[config.mk]
export PLATFORM = sky130hd
export DESIGN_NAME = exc_ctrl_flat
export DESIGN_NICKNAME = d
export VERILOG_FILES = /design/src/rtl/exc_ctrl_pkg.sv /design/src/rtl/exc_ctrl_if.sv /design/src/rtl/exc_ctrl_irq_pick.sv /design/src/rtl/exc_ctrl.sv /design/src/flat_wrapper.sv
export SDC_FILE = /design/constraint.sdc
export NUM_CORES = 1
export LEC_CHECK = 0
export ABC_CLOCK_PERIOD_IN_PS = 5600
export CORE_MARGIN = 3
export CORE_UTILIZATION = 45
export CTS_BUF_LIST = sky130_fd_sc_hd__clkbuf_8
export DETAILED_ROUTE_END_ITERATION = 8
export PLACE_DENSITY = 0.87
export SKIP_LAST_GASP = 1
export SLEW_MARGIN = 20
export SYNTH_ARGS = -nofsm -noshare
export SYNTH_HDL_FRONTEND = slang
export SYNTH_SLANG_ARGS = --single-unit
[constraint.sdc]
create_clock -name clk -period 5.6 [get_ports clk]
set_input_delay 1.68 -clock clk [delete_from_list [all_inputs] [get_ports clk]]
set_output_delay 1.68 -clock clk [all_outputs]
set_load 0.01 [all_outputs]
[src/rtl/exc_ctrl_pkg.sv]
// Shared constants for the exception/interrupt sequencer:
// vectors, FSM encodings and cause codes.
package exc_ctrl_pkg;

   localparam logic [31:0] HANDLER_PC = 32'h0000_4180;
   localparam logic [31:0] RESET_PC   = 32'h0000_3000;

   localparam logic [1:0] ST_IDLE  = 2'd0;
   localparam logic [1:0] ST_TRAP  = 2'd1;
   localparam logic [1:0] ST_RET   = 2'd2;
   localparam logic [1:0] ST_GUARD = 2'd3;

   localparam logic [4:0] EXC_INT  = 5'd0;
   localparam logic [4:0] EXC_ADEL = 5'd4;
   localparam logic [4:0] EXC_ADES = 5'd5;
   localparam logic [4:0] EXC_RI   = 5'd10;
   localparam logic [4:0] EXC_OV   = 5'd12;

endpackage

[src/rtl/exc_ctrl_if.sv]
// Signal bundle between exc_ctrl and the M stage, CP0,
// fetch and the interrupting devices.
interface exc_ctrl_if #(
   parameter int NUM_INT = 6
);

   logic [NUM_INT-1:0] hw_irq;
   logic [NUM_INT-1:0] irq_ack;
   logic               m_valid;
   logic [31:0]        m_pc;
   logic               m_bd;
   logic [4:0]         m_exc_code;
   logic               m_eret;
   logic               cp0_req;
   logic [31:0]        cp0_epc;
   logic [NUM_INT-1:0] cp0_hwint;
   logic               cp0_is_exc;
   logic [4:0]         cp0_exc_code;
   logic [31:0]        cp0_pc;
   logic               cp0_isbd;
   logic               cp0_exl_clear;
   logic               flush;
   logic               redirect_valid;
   logic [31:0]        redirect_pc;

   modport master (
      output hw_irq, m_valid, m_pc, m_bd,
      output m_exc_code, m_eret, cp0_req, cp0_epc,
      input  irq_ack, cp0_hwint, cp0_is_exc,
      input  cp0_exc_code, cp0_pc, cp0_isbd,
      input  cp0_exl_clear, flush,
      input  redirect_valid, redirect_pc
   );

   modport slave (
      input  hw_irq, m_valid, m_pc, m_bd,
      input  m_exc_code, m_eret, cp0_req, cp0_epc,
      output irq_ack, cp0_hwint, cp0_is_exc,
      output cp0_exc_code, cp0_pc, cp0_isbd,
      output cp0_exl_clear, flush,
      output redirect_valid, redirect_pc
   );

endinterface

[src/rtl/exc_ctrl_irq_pick.sv]
// Lowest-index one-hot picker: isolates the least
// significant set bit of the request vector.
module irq_pick #(
   parameter int N = 6
) (
   input  logic [N-1:0] req,
   output logic [N-1:0] gnt
);

   localparam logic [N-1:0] ONE = {{(N-1){1'b0}}, 1'b1};

   assign gnt = req & (~req + ONE);

endmodule

[src/rtl/exc_ctrl.sv]
// Trap/eret sequencer: decides when CP0 takes a trap,
// flushes the pipe, redirects fetch and acks devices.
module exc_ctrl #(
   parameter logic [31:0] HANDLER_PC = exc_ctrl_pkg::HANDLER_PC,
   parameter logic [31:0] RESET_PC   = exc_ctrl_pkg::RESET_PC,
   parameter int          NUM_INT    = 6
) (
   input logic       clk,
   input logic       reset,
   exc_ctrl_if.slave bus
);

   import exc_ctrl_pkg::*;

   logic [1:0]         state;
   logic [1:0]         state_nx;
   logic [31:0]        pc_hold;
   logic               bd_hold;
   logic [31:0]        ret_pc;
   logic [NUM_INT-1:0] hwint_q;
   logic [NUM_INT-1:0] pick;
   logic [NUM_INT-1:0] ack_q;
   logic [4:0]         cause_q;
   logic [4:0]         exc_code;
   logic               is_idle;
   logic               take_trap;
   logic               take_ret;

   logic               flush_c;
   logic               rv_c;
   logic [31:0]        rpc_c;
   logic [NUM_INT-1:0] ack_c;
   logic               exl_c;

   irq_pick #(
      .N (NUM_INT)
   ) u_pick (
      .req (hwint_q),
      .gnt (pick)
   );

   assign exc_code  = bus.m_valid ? bus.m_exc_code : EXC_INT;
   assign is_idle   = (state == ST_IDLE);
   assign take_trap = is_idle & bus.cp0_req;
   assign take_ret  = is_idle & ~bus.cp0_req
                    & bus.m_valid & bus.m_eret;

   always_comb begin
      state_nx = state;
      unique case (state)
         ST_IDLE: begin
            if (take_trap)
               state_nx = ST_TRAP;
            else if (take_ret)
               state_nx = ST_RET;
         end
         ST_TRAP:  state_nx = ST_GUARD;
         ST_RET:   state_nx = ST_GUARD;
         ST_GUARD: state_nx = ST_IDLE;
         default:  state_nx = ST_IDLE;
      endcase
   end

   always_ff @(posedge clk) begin
      if (!reset) begin
         state   <= ST_IDLE;
         pc_hold <= RESET_PC;
         bd_hold <= 1'b0;
         ret_pc  <= '0;
         hwint_q <= '0;
         ack_q   <= '0;
         cause_q <= '0;
      end else begin
         state   <= state_nx;
         hwint_q <= bus.hw_irq;
         if (bus.m_valid) begin
            pc_hold <= bus.m_pc;
            bd_hold <= bus.m_bd;
         end
         // Snapshot cause and victim device at the accept edge.
         if (take_trap) begin
            cause_q <= exc_code;
            ack_q   <= pick;
         end
         if (take_ret)
            ret_pc <= bus.cp0_epc;
      end
   end

   always_comb begin
      flush_c = 1'b0;
      rv_c    = 1'b0;
      rpc_c   = '0;
      ack_c   = '0;
      exl_c   = 1'b0;
      unique case (state)
         ST_IDLE: begin
            flush_c = take_trap | take_ret;
            exl_c   = take_ret;
         end
         ST_TRAP: begin
            flush_c = 1'b1;
            rv_c    = 1'b1;
            rpc_c   = HANDLER_PC;
            if (cause_q == EXC_INT)
               ack_c = ack_q;
         end
         ST_RET: begin
            flush_c = 1'b1;
            rv_c    = 1'b1;
            rpc_c   = ret_pc;
         end
         default: ;
      endcase
      // A reset cycle must not leak a redirect or ack.
      if (!reset) begin
         flush_c = 1'b0;
         rv_c    = 1'b0;
         rpc_c   = '0;
         ack_c   = '0;
         exl_c   = 1'b0;
      end
   end

   assign bus.flush          = flush_c;
   assign bus.redirect_valid = rv_c;
   assign bus.redirect_pc    = rpc_c;
   assign bus.irq_ack        = ack_c;
   assign bus.cp0_exl_clear  = exl_c;
   assign bus.cp0_hwint      = hwint_q;
   assign bus.cp0_exc_code   = exc_code;
   assign bus.cp0_pc         = bus.m_valid ? bus.m_pc : pc_hold;
   assign bus.cp0_isbd       = bus.m_valid ? bus.m_bd : bd_hold;
   assign bus.cp0_is_exc     = reset & is_idle & bus.m_valid
                             & (bus.m_exc_code != 5'd0);

endmodule
[src/flat_wrapper.sv]
// flat-port wrapper written by rule: the top's interface ports become plain ports
module exc_ctrl_flat import exc_ctrl_pkg::*;
#(
   parameter logic [31:0] HANDLER_PC = exc_ctrl_pkg::HANDLER_PC,
   parameter logic [31:0] RESET_PC   = exc_ctrl_pkg::RESET_PC,
   parameter int          NUM_INT    = 6
)
  (clk, reset, bus_hw_irq, bus_m_valid, bus_m_pc, bus_m_bd, bus_m_exc_code, bus_m_eret, bus_cp0_req, bus_cp0_epc, bus_irq_ack, bus_cp0_hwint, bus_cp0_is_exc, bus_cp0_exc_code, bus_cp0_pc, bus_cp0_isbd, bus_cp0_exl_clear, bus_flush, bus_redirect_valid, bus_redirect_pc);
  exc_ctrl_if #(.NUM_INT(NUM_INT)) bus_i ();
  input logic clk;
  input logic reset;
  input wire logic [$bits(bus_i.hw_irq)-1:0] bus_hw_irq;
  input wire logic [$bits(bus_i.m_valid)-1:0] bus_m_valid;
  input wire logic [$bits(bus_i.m_pc)-1:0] bus_m_pc;
  input wire logic [$bits(bus_i.m_bd)-1:0] bus_m_bd;
  input wire logic [$bits(bus_i.m_exc_code)-1:0] bus_m_exc_code;
  input wire logic [$bits(bus_i.m_eret)-1:0] bus_m_eret;
  input wire logic [$bits(bus_i.cp0_req)-1:0] bus_cp0_req;
  input wire logic [$bits(bus_i.cp0_epc)-1:0] bus_cp0_epc;
  output wire logic [$bits(bus_i.irq_ack)-1:0] bus_irq_ack;
  output wire logic [$bits(bus_i.cp0_hwint)-1:0] bus_cp0_hwint;
  output wire logic [$bits(bus_i.cp0_is_exc)-1:0] bus_cp0_is_exc;
  output wire logic [$bits(bus_i.cp0_exc_code)-1:0] bus_cp0_exc_code;
  output wire logic [$bits(bus_i.cp0_pc)-1:0] bus_cp0_pc;
  output wire logic [$bits(bus_i.cp0_isbd)-1:0] bus_cp0_isbd;
  output wire logic [$bits(bus_i.cp0_exl_clear)-1:0] bus_cp0_exl_clear;
  output wire logic [$bits(bus_i.flush)-1:0] bus_flush;
  output wire logic [$bits(bus_i.redirect_valid)-1:0] bus_redirect_valid;
  output wire logic [$bits(bus_i.redirect_pc)-1:0] bus_redirect_pc;
  assign bus_i.hw_irq = bus_hw_irq;
  assign bus_i.m_valid = bus_m_valid;
  assign bus_i.m_pc = bus_m_pc;
  assign bus_i.m_bd = bus_m_bd;
  assign bus_i.m_exc_code = bus_m_exc_code;
  assign bus_i.m_eret = bus_m_eret;
  assign bus_i.cp0_req = bus_cp0_req;
  assign bus_i.cp0_epc = bus_cp0_epc;
  assign bus_irq_ack = bus_i.irq_ack;
  assign bus_cp0_hwint = bus_i.cp0_hwint;
  assign bus_cp0_is_exc = bus_i.cp0_is_exc;
  assign bus_cp0_exc_code = bus_i.cp0_exc_code;
  assign bus_cp0_pc = bus_i.cp0_pc;
  assign bus_cp0_isbd = bus_i.cp0_isbd;
  assign bus_cp0_exl_clear = bus_i.cp0_exl_clear;
  assign bus_flush = bus_i.flush;
  assign bus_redirect_valid = bus_i.redirect_valid;
  assign bus_redirect_pc = bus_i.redirect_pc;
  exc_ctrl #(.HANDLER_PC(HANDLER_PC), .RESET_PC(RESET_PC), .NUM_INT(NUM_INT)) u_core (.clk(clk), .reset(reset), .bus(bus_i));
endmodule
# --- Yosys cells after proc, flatten, opt, wreduce, memory -nomap -nowiden ---
# Cells that the tools add are included.
word_totals:
  ff_bits: 84
  in_bits: 81
  out_inout_bits: 86
  elab_cells: 44
classes:
  n_addsub: 1
  eq_ne: 4
  n_mux: 17
  n_bitwise: 11
  n_reduce_logical: 4
ops:
  columns: ["cell", "n"]
  rows:
  - ["two-way mux 32 bit", 2]
  - ["one-hot mux 32 bit (2 select lines)", 1]
  - ["two-way mux 6 bit", 3]
  - ["bitwise AND 1 bit", 7]
  - ["adder 6 x 1 -> 6 bit (second input constant)", 1]
  - ["bitwise AND 6 bit", 1]
  - ["two-way mux 1 bit", 6]
  - ["NOT 6 bit", 1]
  - ["one-hot mux 2 bit (3 select lines)", 1]
  - ["zero test 5 bit", 1]
  - ["two-way mux 5 bit", 1]
  - ["nonzero test 5 bit", 1]
  - ["== test 2 bit (second input constant)", 2]
  - ["two-way mux 2 bit", 2]
  - ["inequality test 3 bit (second input constant)", 1]
  - ["== test 2 x 1 -> 1 bit (second input constant)", 1]
  - ["zero test 2 bit", 1]
  - ["one-hot mux 1 bit (2 select lines)", 1]
  - ["OR reduction 2 bit", 1]
  - ["NOT 1 bit", 1]
  - ["bitwise OR 1 bit", 1]

# --- Logic depth before layout (Yosys ltp) ---
logic_depth:
  word_depth: 7
  depth_mapped: 7

# --- Cells and area by module ---
# From an unflattened synthesis, not the netlist that was laid out.
unflattened:
  cells_unflattened: 407
  hier_area_um2: 3637.2
modules_own_cells:
  columns: ["module", "instances", "cells_each", "area_per_inst_um2"]
  rows:
  - ["exc_ctrl", 1, 400, 3578.4]
  - ["irq_pick", 1, 7, 58.8]

# --- Worst setup path before layout ---
# OpenSTA, ideal clock, no wires.
synth_timing:
  path_kind: "input-to-output"
  start: "input port bus_m_valid"
  end: "output port bus_flush"
  t_arrival_ns: 2.436
  required_ns: 3.920
  setup_slack_ns: 1.484
  stages: 5
  n_path_buf: 2
  cell_sequence: "buf_4 -> and4b_1 -> buf_4 -> nor3_1 -> nor3_1"
synth_between:
  elab_chain_cells: 5
synth_lines:
  columns: ["item", "line_no", "text"]
  rows:
  - ["from (decl)", "flat_wrapper.sv:13", "input wire logic [$bits(bus_i.m_valid)-1:0] bus_m_valid;"]
  - ["bitwise AND 1 bit (2 in a row)", "exc_ctrl.sv:46", "& bus.m_valid & bus.m_eret;"]
  - ["bitwise OR 1 bit", "exc_ctrl.sv:98", "flush_c = take_trap | take_ret;"]
  - ["one-hot mux 1 bit (2 select lines)", "exc_ctrl.sv:96", "unique case (state)"]
  - ["two-way mux 1 bit", "exc_ctrl.sv:116", "if (!reset) begin"]
  - ["to (decl)", "flat_wrapper.sv:27", "output wire logic [$bits(bus_i.flush)-1:0] bus_flush;"]
# Every way passes these cells.

# --- Worst setup path in the final report ---
layout_timing:
  start: "input port reset"
  end: "output port bus_irq_ack[5]"
layout_between:
  elab_chain_cells: 1
layout_lines:
  columns: ["item", "line_no", "text"]
  rows:
  - ["from (decl)", "flat_wrapper.sv:11", "input logic reset;"]
  - ["two-way mux 6 bit", "exc_ctrl.sv:116", null]
  - ["to (decl)", "flat_wrapper.sv:20", "output wire logic [$bits(bus_i.irq_ack)-1:0] bus_irq_ack;"]
# Every way passes these cells.

==> metrics.txt <==
initial antenna violation count=0; placed cells=640; max-cap viol count=0; register area share after synthesis=46.81%; Rows=31; Fillers=548; Max IR drop VDD=0.1647 mV; Num Clock Sinks=84; first-pass GRT wire length=15,300 µm; ANT cells=0; num ports=167; status=finished, final reports clean; Final Wtd Congestion=0.7618; Synth Register Bits=84; final hold violation count=0; total grt overflow=0; port bufs=166; pre-CTS setup slack=437.4 ps; Gate Count Post-Synth=394; CP Max Fanout=7; Area Growth Syn to Fin=53.33%; # H-tree levels=3; clock buffer depth=2; Pins Over Slew Limit=0; crit path kind=in -> out; metal3 WL=950 µm; CP Data Required Time=3920 ps; Multi-input gate area=1717 µm²; Die Y=95.35 µm; vias in the first global route=3,290; RSZ-0062 raised after global routing=false; drt drc=0; Worst EP arrival=3480 ps; slew of the pin with the lowest slew margin=503.1 ps; Post-CTS Hold Buffers=0; fraction of layout cells with a size suffix above 1=10.79%; via count=3,243; Synth warnings=0; f_max=0.1937 GHz; Final Instance Count excl. Fillers=655; Rel. slew slack=66.46%; cts bufs inserted=9; Root Buffer=clkbuf_8; fin nets=638; full die area=9091 µm²; Worst-path clk slew=80 ps; largest net degree at the start of global routing=48; vias per inst=4.951; top sig layer=met4; Detail Placement HPWL=7355 µm; Worst Clk Skew=6.607 ps; Startpoint Class=input pin; DRT iter0 DRCs=98; LEAKAGE=2.102 nW; CTS tree=built; PnR worst setup slack=438.5 ps; Final Cycle Share=92.17%; M1 WL=3866 µm; Synth Net Count=480; Syn Std Cell Area=3592 µm²; final wirelength=9832 µm; router iterations before antenna repair=4; routed wl met2=4886 µm; Critical Path Sink Type=output port; Final min period=5162 ps; Seq. cell area=1682 µm²; die width=95.35 µm; Tot GR Track Use=21.55%; endpoints failing setup=0; Post-CTS Setup Bufs=0; Fin Setup TNS=0 ps; clk_lat worst skew=340 ps; Final ANT Viol Nets=0; hold crit path type=reg -> reg; post-CTS sizing=0; Final Util=73.58%; Floorplan Core Area=7486 µm²; wire per inst=15.01 µm; Yosys cell types=32; Initial Utilization=47.99%; Post-Syn Area per Cell=9.117 µm²; PD cells=286.1 nW/µm²
[kinds of logic after synthesis]
family	after synthesis	share of synthesized area, %
AOI/OAI and AO/OA	51	8.081
buffers and inverters	32	5.399
DFF	84	46.81
and+or+nand+nor	189	27.41
muxes	33	10.55
adders and majority gates	5	1.742
[final cells by class]
type | count | share of cell area [%]
repair buffers | 174 | 31.39
well taps | 99 | 2.249
clock buffers | 10 | 2.499
clock inverters | 5 | 1.817
multi-input cells | 278 | 31.17
flip-flops and latches | 84 | 30.53
inverters | 5 | 0.3408
[worst max-delay path, cell delays in order]
cell and delay [ps]:
clkdlybuf4s50_1 600, nand2_1 140, nor4_4 330, and2_1 170
clkdlybuf4s50_1 550
[cell usage in the layout, fill, tap and decap left out, types with 2 or more instances in the layout]
master             n
nor2_1             6
clkbuf_8          10
and3_1             2
buf_4              7
inv_1              5
ha_1               5
nor3_1             3
nand3_1            3
clkinv_2           2
bufinv_16          3
mux2_4             2
mux2_2            31
nand2_1           84
or2_1              2
clkdlybuf4s50_1  165
and2_1            78
nand4b_1           3
dfxtp_1           84
a21oi_1           47
[final timing paths]
kind / startpoint / cells past startpoint / end / slack (ps)
worst max-delay path: reset / 5 / bus_irq_ack[5] / 440
worst min-delay path: u_core.ret_pc[26] / 2 / u_core.ret_pc[26] / 450
worst max register to register: u_core.state[0] / 6 / u_core.ret_pc[30] / 3950
worst min register to register: u_core.ret_pc[26] / 2 / u_core.ret_pc[26] / 450
[synthesized netlist by cell type, drive strengths merged]
master	count	share of area [%]
and3	2	0.35
nand3	3	0.42
and2	78	14
a221oi	1	0.24
a311oi	1	0.24
a21oi	47	6.5
clkbuf	8	0.87
a2111oi	1	0.77
nand3b	1	0.21
buf	19	4.0
nor3	3	0.42
nor3b	1	0.21
nand2	85	9.1
nand4b	3	0.73
or3	1	0.17
or2	2	0.35
mux2	33	11
ha	5	1.7
and4b	1	0.28
inv	5	0.52
and2b	1	0.21
a41o	1	0.28
nor4	2	0.77
nor2	6	0.63
dfxtp	84	47
[metal layers]
layer | global-route usage [%] | up-vias
li1 | - | 1596
met1 | 23.27 | 1500
met2 | 38.78 | 132
met3 | 7.893 | 15
met4 | 6.971 | 0
met5 | 0 | -
[metrics by stage]
stage / cell area (µm²) / power (mW) / hold WS (ps)
final: 5508 / 1.576 / 453.1
after global routing: 5508 / 1.652 / 473.8
after CTS: 5508 / 1.586 / 455.7
after detailed placement: 5270 / 1.079 / 444.2
after global placement: 5270 / 1.061 / 437.3
after floorplan: 3592 / 0.9017 / 427.3
[registers in the layout, indices dropped and copies added, names as in the netlist]
register / count
u_core.bd_hold: 1
u_core.cause_q: 5
u_core.ret_pc: 32
u_core.state: 2
u_core.bus.cp0_hwint: 6
u_core.pc_hold: 32
u_core.ack_q: 6
[report_power, final]
part           switching, mW  internal [mW]
Combinational          0.198          0.207
Sequential            0.0225          0.641
Clock                  0.203          0.305
(Power assumes the default switching activity.)
